[src/rtl/parity_link_pkg.sv]
// Shared definitions for the XOR-parity serial link (receiver and transmitter).
// Contents: FSM state encoding, line-level constants, frame length helper.
package parity_link_pkg;

    typedef enum logic [1:0] {
        IDLE   = 2'd0,
        DATA   = 2'd1,
        PARITY = 2'd2,
        STOP   = 2'd3
    } link_state_t;

    localparam logic LINE_IDLE = 1'b1;
    localparam logic START_BIT = 1'b0;
    localparam logic STOP_BIT  = 1'b1;

    // Start + data + parity + stop: cycles per frame on the line.
    function automatic int frame_len(input int data_w);
        return data_w + 3;
    endfunction

endpackage

[src/rtl/parity_frame_rx_if.sv]
// Output word port of the parity frame receiver.
// master: producer side (receiver) drives word, flags and valid; reads ready.
// slave : consumer side reads word, flags and valid; drives ready.
interface parity_frame_rx_if #(
    parameter int DATA_W = 8
);
    logic [DATA_W-1:0] out_data;
    logic              out_parity_err;
    logic              out_frame_err;
    logic              out_valid;
    logic              out_ready;

    modport master (
        output out_data,
        output out_parity_err,
        output out_frame_err,
        output out_valid,
        input  out_ready
    );

    modport slave (
        input  out_data,
        input  out_parity_err,
        input  out_frame_err,
        input  out_valid,
        output out_ready
    );
endinterface

[src/rtl/parity_acc.sv]
// 1-bit XOR accumulator with synchronous clear, shared by the link's parity
// checker and parity generator.
// Ports: clk, rst_n (sync, active-low), clr (clear, has priority),
//        en (fold bit_in into acc), bit_in, acc (running XOR).
module parity_acc (
    input  logic clk,
    input  logic rst_n,
    input  logic clr,
    input  logic en,
    input  logic bit_in,
    output logic acc
);

    always_ff @(posedge clk) begin
        if (!rst_n) begin
            acc <= 1'b0;
        end else if (clr) begin
            acc <= 1'b0;
        end else if (en) begin
            acc <= acc ^ bit_in;
        end
    end

endmodule

[src/rtl/parity_frame_rx.sv]
// Serial frame receiver with XOR parity and stop-bit checking.
// Frame on the line: start(0), DATA_W data bits LSB first, parity, stop(1).
// Ports: clk, rst_n (sync, active-low), serial_in (idles high),
//        port (word/flags with valid/ready, master side),
//        overrun (one-cycle pulse when a completed frame is dropped),
//        busy (FSM not in IDLE).
//
// state  | meaning
// IDLE   | line idle, waiting for a start bit
// DATA   | shifting in data bits, counter = bit position
// PARITY | folding the parity bit into the accumulator
// STOP   | sampling stop bit, frame completes and is delivered or dropped
module parity_frame_rx
    import parity_link_pkg::*;
#(
    parameter int DATA_W     = 8,
    parameter bit PARITY_ODD = 1'b0
) (
    input  logic                    clk,
    input  logic                    rst_n,
    input  logic                    serial_in,
    parity_frame_rx_if.master       port,
    output logic                    overrun,
    output logic                    busy
);

    localparam int              CNT_W    = $clog2(DATA_W + 1);
    localparam logic [CNT_W-1:0] LAST_BIT = CNT_W'(DATA_W - 1);

    link_state_t       state;
    link_state_t       state_nxt;
    logic [CNT_W-1:0]  bit_cnt;
    logic [DATA_W-1:0] shift_reg;
    logic [DATA_W-1:0] shift_nxt;
    logic              acc;
    logic              acc_clr;
    logic              acc_en;
    logic              shift_en;
    logic              frame_done;

    logic [DATA_W-1:0] hold_data;
    logic              hold_perr;
    logic              hold_ferr;
    logic              hold_valid;
    logic              accept;
    logic              load;

    // State register
    always_ff @(posedge clk) begin
        if (!rst_n) begin
            state <= IDLE;
        end else begin
            state <= state_nxt;
        end
    end

    // Next-state logic
    always_comb begin
        state_nxt = state;
        unique case (state)
            IDLE:    if (serial_in == START_BIT) state_nxt = DATA;
            DATA:    if (bit_cnt == LAST_BIT)    state_nxt = PARITY;
            PARITY:  state_nxt = STOP;
            STOP:    state_nxt = IDLE;
            default: state_nxt = IDLE;
        endcase
    end

    // FSM outputs
    always_comb begin
        busy       = 1'b0;
        acc_clr    = 1'b0;
        acc_en     = 1'b0;
        shift_en   = 1'b0;
        frame_done = 1'b0;
        unique case (state)
            IDLE: begin
                acc_clr = (serial_in == START_BIT);
            end
            DATA: begin
                busy     = 1'b1;
                acc_en   = 1'b1;
                shift_en = 1'b1;
            end
            PARITY: begin
                busy   = 1'b1;
                acc_en = 1'b1;
            end
            STOP: begin
                busy       = 1'b1;
                frame_done = 1'b1;
            end
            default: begin
                busy = 1'b0;
            end
        endcase
    end

    parity_acc u_parity_acc (
        .clk    (clk),
        .rst_n  (rst_n),
        .clr    (acc_clr),
        .en     (acc_en),
        .bit_in (serial_in),
        .acc    (acc)
    );

    // Every position is rewritten each frame, so stale bits never leak.
    always_comb begin
        shift_nxt = shift_reg;
        for (int i = 0; i < DATA_W; i++) begin
            if (bit_cnt == CNT_W'(i)) shift_nxt[i] = serial_in;
        end
    end

    // Counter is wide enough to hold DATA_W, so it stops short of wrapping.
    always_ff @(posedge clk) begin
        if (!rst_n) begin
            bit_cnt   <= '0;
            shift_reg <= '0;
        end else begin
            if (acc_clr) begin
                bit_cnt <= '0;
            end else if (shift_en) begin
                bit_cnt <= bit_cnt + 1'b1;
            end
            if (shift_en) begin
                shift_reg <= shift_nxt;
            end
        end
    end

    // A completing frame may replace the held word in the same cycle it is
    // accepted; otherwise a full, unaccepted holding register drops it.
    assign accept = hold_valid && port.out_ready;
    assign load   = frame_done && (!hold_valid || port.out_ready);

    always_ff @(posedge clk) begin
        if (!rst_n) begin
            hold_data  <= '0;
            hold_perr  <= 1'b0;
            hold_ferr  <= 1'b0;
            hold_valid <= 1'b0;
            overrun    <= 1'b0;
        end else begin
            overrun <= frame_done && hold_valid && !port.out_ready;
            if (load) begin
                hold_data  <= shift_reg;
                hold_perr  <= acc ^ PARITY_ODD;
                hold_ferr  <= (serial_in != STOP_BIT);
                hold_valid <= 1'b1;
            end else if (accept) begin
                hold_valid <= 1'b0;
            end
        end
    end

    assign port.out_data       = hold_data;
    assign port.out_parity_err = hold_perr;
    assign port.out_frame_err  = hold_ferr;
    assign port.out_valid      = hold_valid;

endmodule

[src/flat_wrapper.sv]
// flat-port wrapper written by rule: the top's interface ports become plain ports
module parity_frame_rx_flat import parity_link_pkg::*;
#(
    parameter int DATA_W     = 8,
    parameter bit PARITY_ODD = 1'b0
)
  (clk, rst_n, serial_in, overrun, busy, port_out_data, port_out_parity_err, port_out_frame_err, port_out_valid, port_out_ready);
  parity_frame_rx_if #(.DATA_W(DATA_W)) port_i ();
  input  logic clk;
  input  logic rst_n;
  input  logic serial_in;
  output logic overrun;
  output logic busy;
  output wire logic [$bits(port_i.out_data)-1:0] port_out_data;
  output wire logic [$bits(port_i.out_parity_err)-1:0] port_out_parity_err;
  output wire logic [$bits(port_i.out_frame_err)-1:0] port_out_frame_err;
  output wire logic [$bits(port_i.out_valid)-1:0] port_out_valid;
  input wire logic [$bits(port_i.out_ready)-1:0] port_out_ready;
  assign port_out_data = port_i.out_data;
  assign port_out_parity_err = port_i.out_parity_err;
  assign port_out_frame_err = port_i.out_frame_err;
  assign port_out_valid = port_i.out_valid;
  assign port_i.out_ready = port_out_ready;
  parity_frame_rx #(.DATA_W(DATA_W), .PARITY_ODD(PARITY_ODD)) u_core (.clk(clk), .rst_n(rst_n), .serial_in(serial_in), .port(port_i), .overrun(overrun), .busy(busy));
endmodule
[config.mk]
export PLATFORM = sky130hd
export DESIGN_NAME = parity_frame_rx_flat
export DESIGN_NICKNAME = d
export VERILOG_FILES = /design/src/rtl/parity_link_pkg.sv /design/src/rtl/parity_frame_rx_if.sv /design/src/rtl/parity_acc.sv /design/src/rtl/parity_frame_rx.sv /design/src/flat_wrapper.sv
export SDC_FILE = /design/constraint.sdc
export NUM_CORES = 1
export LEC_CHECK = 0
export ABC_AREA = 1
export BUFFER_PORTS_ARGS = -buffer_cell sky130_fd_sc_hd__buf_2
export CAP_MARGIN = 40
export CORE_AREA = 8 8 54 79
export DETAILED_ROUTE_END_ITERATION = 12
export DIE_AREA = 0 0 62 87
export PLACE_DENSITY_LB_ADDON = 0.05
export SYNTH_ARGS = -nofsm -noshare
export SYNTH_HDL_FRONTEND = slang
export SYNTH_SLANG_ARGS = --single-unit
[constraint.sdc]
create_clock -name clk -period 1.1 [get_ports clk]
set_input_delay 0 -clock clk [delete_from_list [all_inputs] [get_ports clk]]
set_output_delay 0 -clock clk [all_outputs]
set_load 0.01 [all_outputs]
==> PnR_summary.wiki <==
{| class="wikitable"
! Metric !! Value
|-
| Worst hold-check path type || in -> reg
|-
| Commonest register cell after synthesis || sky130_fd_sc_hd__dfxtp_1
|-
| Failing checks || setup timing
|-
| Max stage delay on crit path || ~420 ps
|-
| Final-report max-slew violation count || 0
|-
| Top post-synthesis cells by area || sky130_fd_sc_hd__dfxtp_1 45%, sky130_fd_sc_hd__nor2_1 9.4%, sky130_fd_sc_hd__ha_1 8.3%
|-
| Category of the most critical setup path || reg -> out
|-
| Power density over the cells || 2070 nW/um^2
|-
| Warning count from the yosys run || 0
|-
| Wire length of the first global-routing pass || around 4400 um
|-
| Final worst path period share || 107%
|-
| Net count of the mapped netlist || around 170
|-
| Post-place setup slack || -191 ps
|-
| Setup repair after global routing missed its margin || true
|-
| Synthesis-to-finish area growth || 41.3%
|-
| Hold Worst Slack || 51.5 ps
|-
| Setup slack of the critical path after layout || -72.9 ps
|-
| Average detailed-routed wire length per instance || between 10 and 15 um
|-
| Clk pin slew, worst setup/hold paths || 100 ps
|-
| Setup violations, final || 11
|-
| Required arrival time at the worst endpoint || about 1100 ps
|-
| Wirelength, routed || between 2000 and 3000 um
|-
| Status || finished, violations left
|-
| Worst relative slew slack || between 80% and 90%
|-
| Flops & latches, synth || 27
|-
| Count of standard-cell rows || 26
|-
| Core Util, Final || ~53%
|-
| Average footprint of a synthesized cell || 7.85 um^2
|-
| Clock root cell || sky130_fd_sc_hd__clkbuf_8
|-
| Area inside the core boundary || around 3200 um^2
|-
| CTS max path bufs || 2
|-
| Global route total overflow || 0
|-
| Number of enable flip-flop cells after synthesis || 0
|-
| Fraction of post-synthesis cell area in the top cell type by area || 45.0%
|-
| Initial antenna violation count || 0
|-
| Maximum fanout count along the critical path || 4
|-
| HPWL after detailed placement || about 2000 um
|-
| Arrival time worst endpoint || 1170 ps
|-
| Number of hold-slack violations in the final timing report || 0
|-
| Clock insertion delay at the later pin of the skew report || between 200 and 300 ps
|-
| Most Frequent Cell on Critical Path || sky130_fd_sc_hd__buf_6
|-
| Die outline width || a little over 60 um
|-
| Slew at the pin closest to its max-slew limit || around 260 ps
|-
| Antenna Diode Count || 0
|-
| Shortest period the worst path allows || roughly 1200 ps
|-
| Number of buffer cells added on primary ports || 16
|-
| IR drop worst, VDD || 1.77 mV
|-
| DRC marker count from the first detailed-route iteration || 25
|-
| Total global-route track usage || a little over a tenth
|-
| Post-synthesis instance total || around 150
|-
| Cells traversed along the worst timing path || inv_4 -> ha_4 -> buf_6 -> inv_2 -> buf_6
|-
| Most frequent cell after synthesis || sky130_fd_sc_hd__nor2_1
|-
| Via count of the routed design || approximately 1100
|-
| Fin nets || about 200
|-
| Count of unique library cells instantiated by Yosys || 24
|-
| CTS Sinks || 27
|-
| Startpoint types || register
|-
| Pin count of the biggest net entering global routing || 17
|-
| Maximum achievable frequency || 0.853 GHz
|-
| CTS tree || built
|-
| Ratio of cells with drive above 1 in the final layout || 45.2%
|-
| Worst setup EP type || output port
|-
| CTS H-tree lvls || 1
|-
| Pre-antenna DRT Iters || 4
|-
| Vias per std cell || between 4 and 5
|-
| Number of top-level design ports || 17
|-
| Total clock buffers created by CTS || 3
|-
| Max-cap violations || 0
|-
| Worst path slowest cell || sky130_fd_sc_hd__dfxtp_4
|-
| Vias in the first global route || between 900 and 1000
|-
| Initial Utilization || between 30% and 40%
|-
| Share of synthesized area occupied by flip-flops and latches || approximately 45%
|-
| Cell area after synthesis || between 1000 and 1500 um^2
|-
| Share of synthesized flip-flops with an asynchronous set or reset || 0%
|-
| Most area-hungry cell type in the Yosys netlist || sky130_fd_sc_hd__dfxtp_1
|-
| Top cells by count, synth || 30 x sky130_fd_sc_hd__nor2_1, 27 x sky130_fd_sc_hd__dfxtp_1, 17 x sky130_fd_sc_hd__nand2_1
|-
| Die Y-Extent || 87 um
|-
| Setup slack of the most critical reg-to-reg path || -40 ps
|-
| Sum of negative setup slack || -206 ps
|-
| Remaining design rule violation count || 0
|-
| Fin Clk Skew || 4.46 ps
|-
| Number of nets with antenna violations after routing || 0
|-
| Static leakage power || around 0.00071 uW
|-
| RD Place Congestion || 0.794
|-
| Die ar. || 5390 um^2
|}
==> path summary, 6_finish.rpt <==
kind	end	from	cells past startpoint
worst min-delay path	u_core.shift_reg[3]	rst_n	3
worst max register to register	u_core.state[1]	u_core.state[0]	7
worst max-delay path	busy	u_core.state[0]	5
worst min register to register	u_core.port.out_data[1]	u_core.port.out_data[1]	2
==> per-layer routing <==
| metal | part of all wire [%] | vias up | GRT usage, % |
|---|---|---|---|
| li1 | - | 559 | - |
| met1 | 39 | 493 | 11.0 |
| met2 | 55 | 13 | 19.4 |
| met3 | 3.5 | 7 | 1.78 |
| met4 | 2.9 | 0 | 5.00 |
| met5 | 0 | - | 0 |
==> cell type report <==
cell class,count,area (um^2)
sequential,27,551
multi-input combinational,104,709
inverter,18,82.6
fill,326,1520
clock inverter,1,7.51
timing repair buffer,33,253
clock buffer,3,41.3
tap,42,52.6
==> where the power goes <==
group	switching [uW]	internal [uW]
sequential	137	1140
combinational	807	833
clock	332	258
==> kinds of logic after synthesis <==
logic type / after synthesis / share of synthesized area [%]
AOI/OAI and AO/OA: 32 / 15.2
adders and majority gates: 8 / 8.33
buffers and inverters: 22 / 8.02
DFF: 27 / 45.0
and+or+nand+nor: 64 / 23.4
==> placed cells by master, fill, tap and decap left out, drive strengths merged <==
cell type and count:
ha 8, nand4 4, inv 18, o21ai 19, nor3 5, a21oi 13
dfxtp 27, and3 1, buf 31, dlygate4sd3 1, nor2 31, nand2 19
clkinvlp 1, nand3 4, clkbuf 4
==> critical path: cells and delay by family, from the launching register on <==
family	cells	cell delay, ps
buf+inv	4	300
flops	1	420
fa+ha+maj	1	170
==> through the flow <==
stage	instances	instance area (um^2)	total power (uW)
2_1_floorplan	153	1200	1910
3_3_place_gp	217	1380	2240
4_1_cts	225	1550	3200
3_5_place_dp	217	1380	2270
6_report	228	1700	3500
5_1_grt	228	1700	3730
==> repair_timing <==
item                                   4_1_cts  5_1_grt
hold buffers                                 1        0
pin swaps                                    2        9
setup endpoints to repair                   26       26
gates cloned                                 0        1
endpoints found under the hold margin        1        0
setup buffers                                3        2
resized for setup                           37       35
No activity file was read; power rests on OpenSTA's default activity.
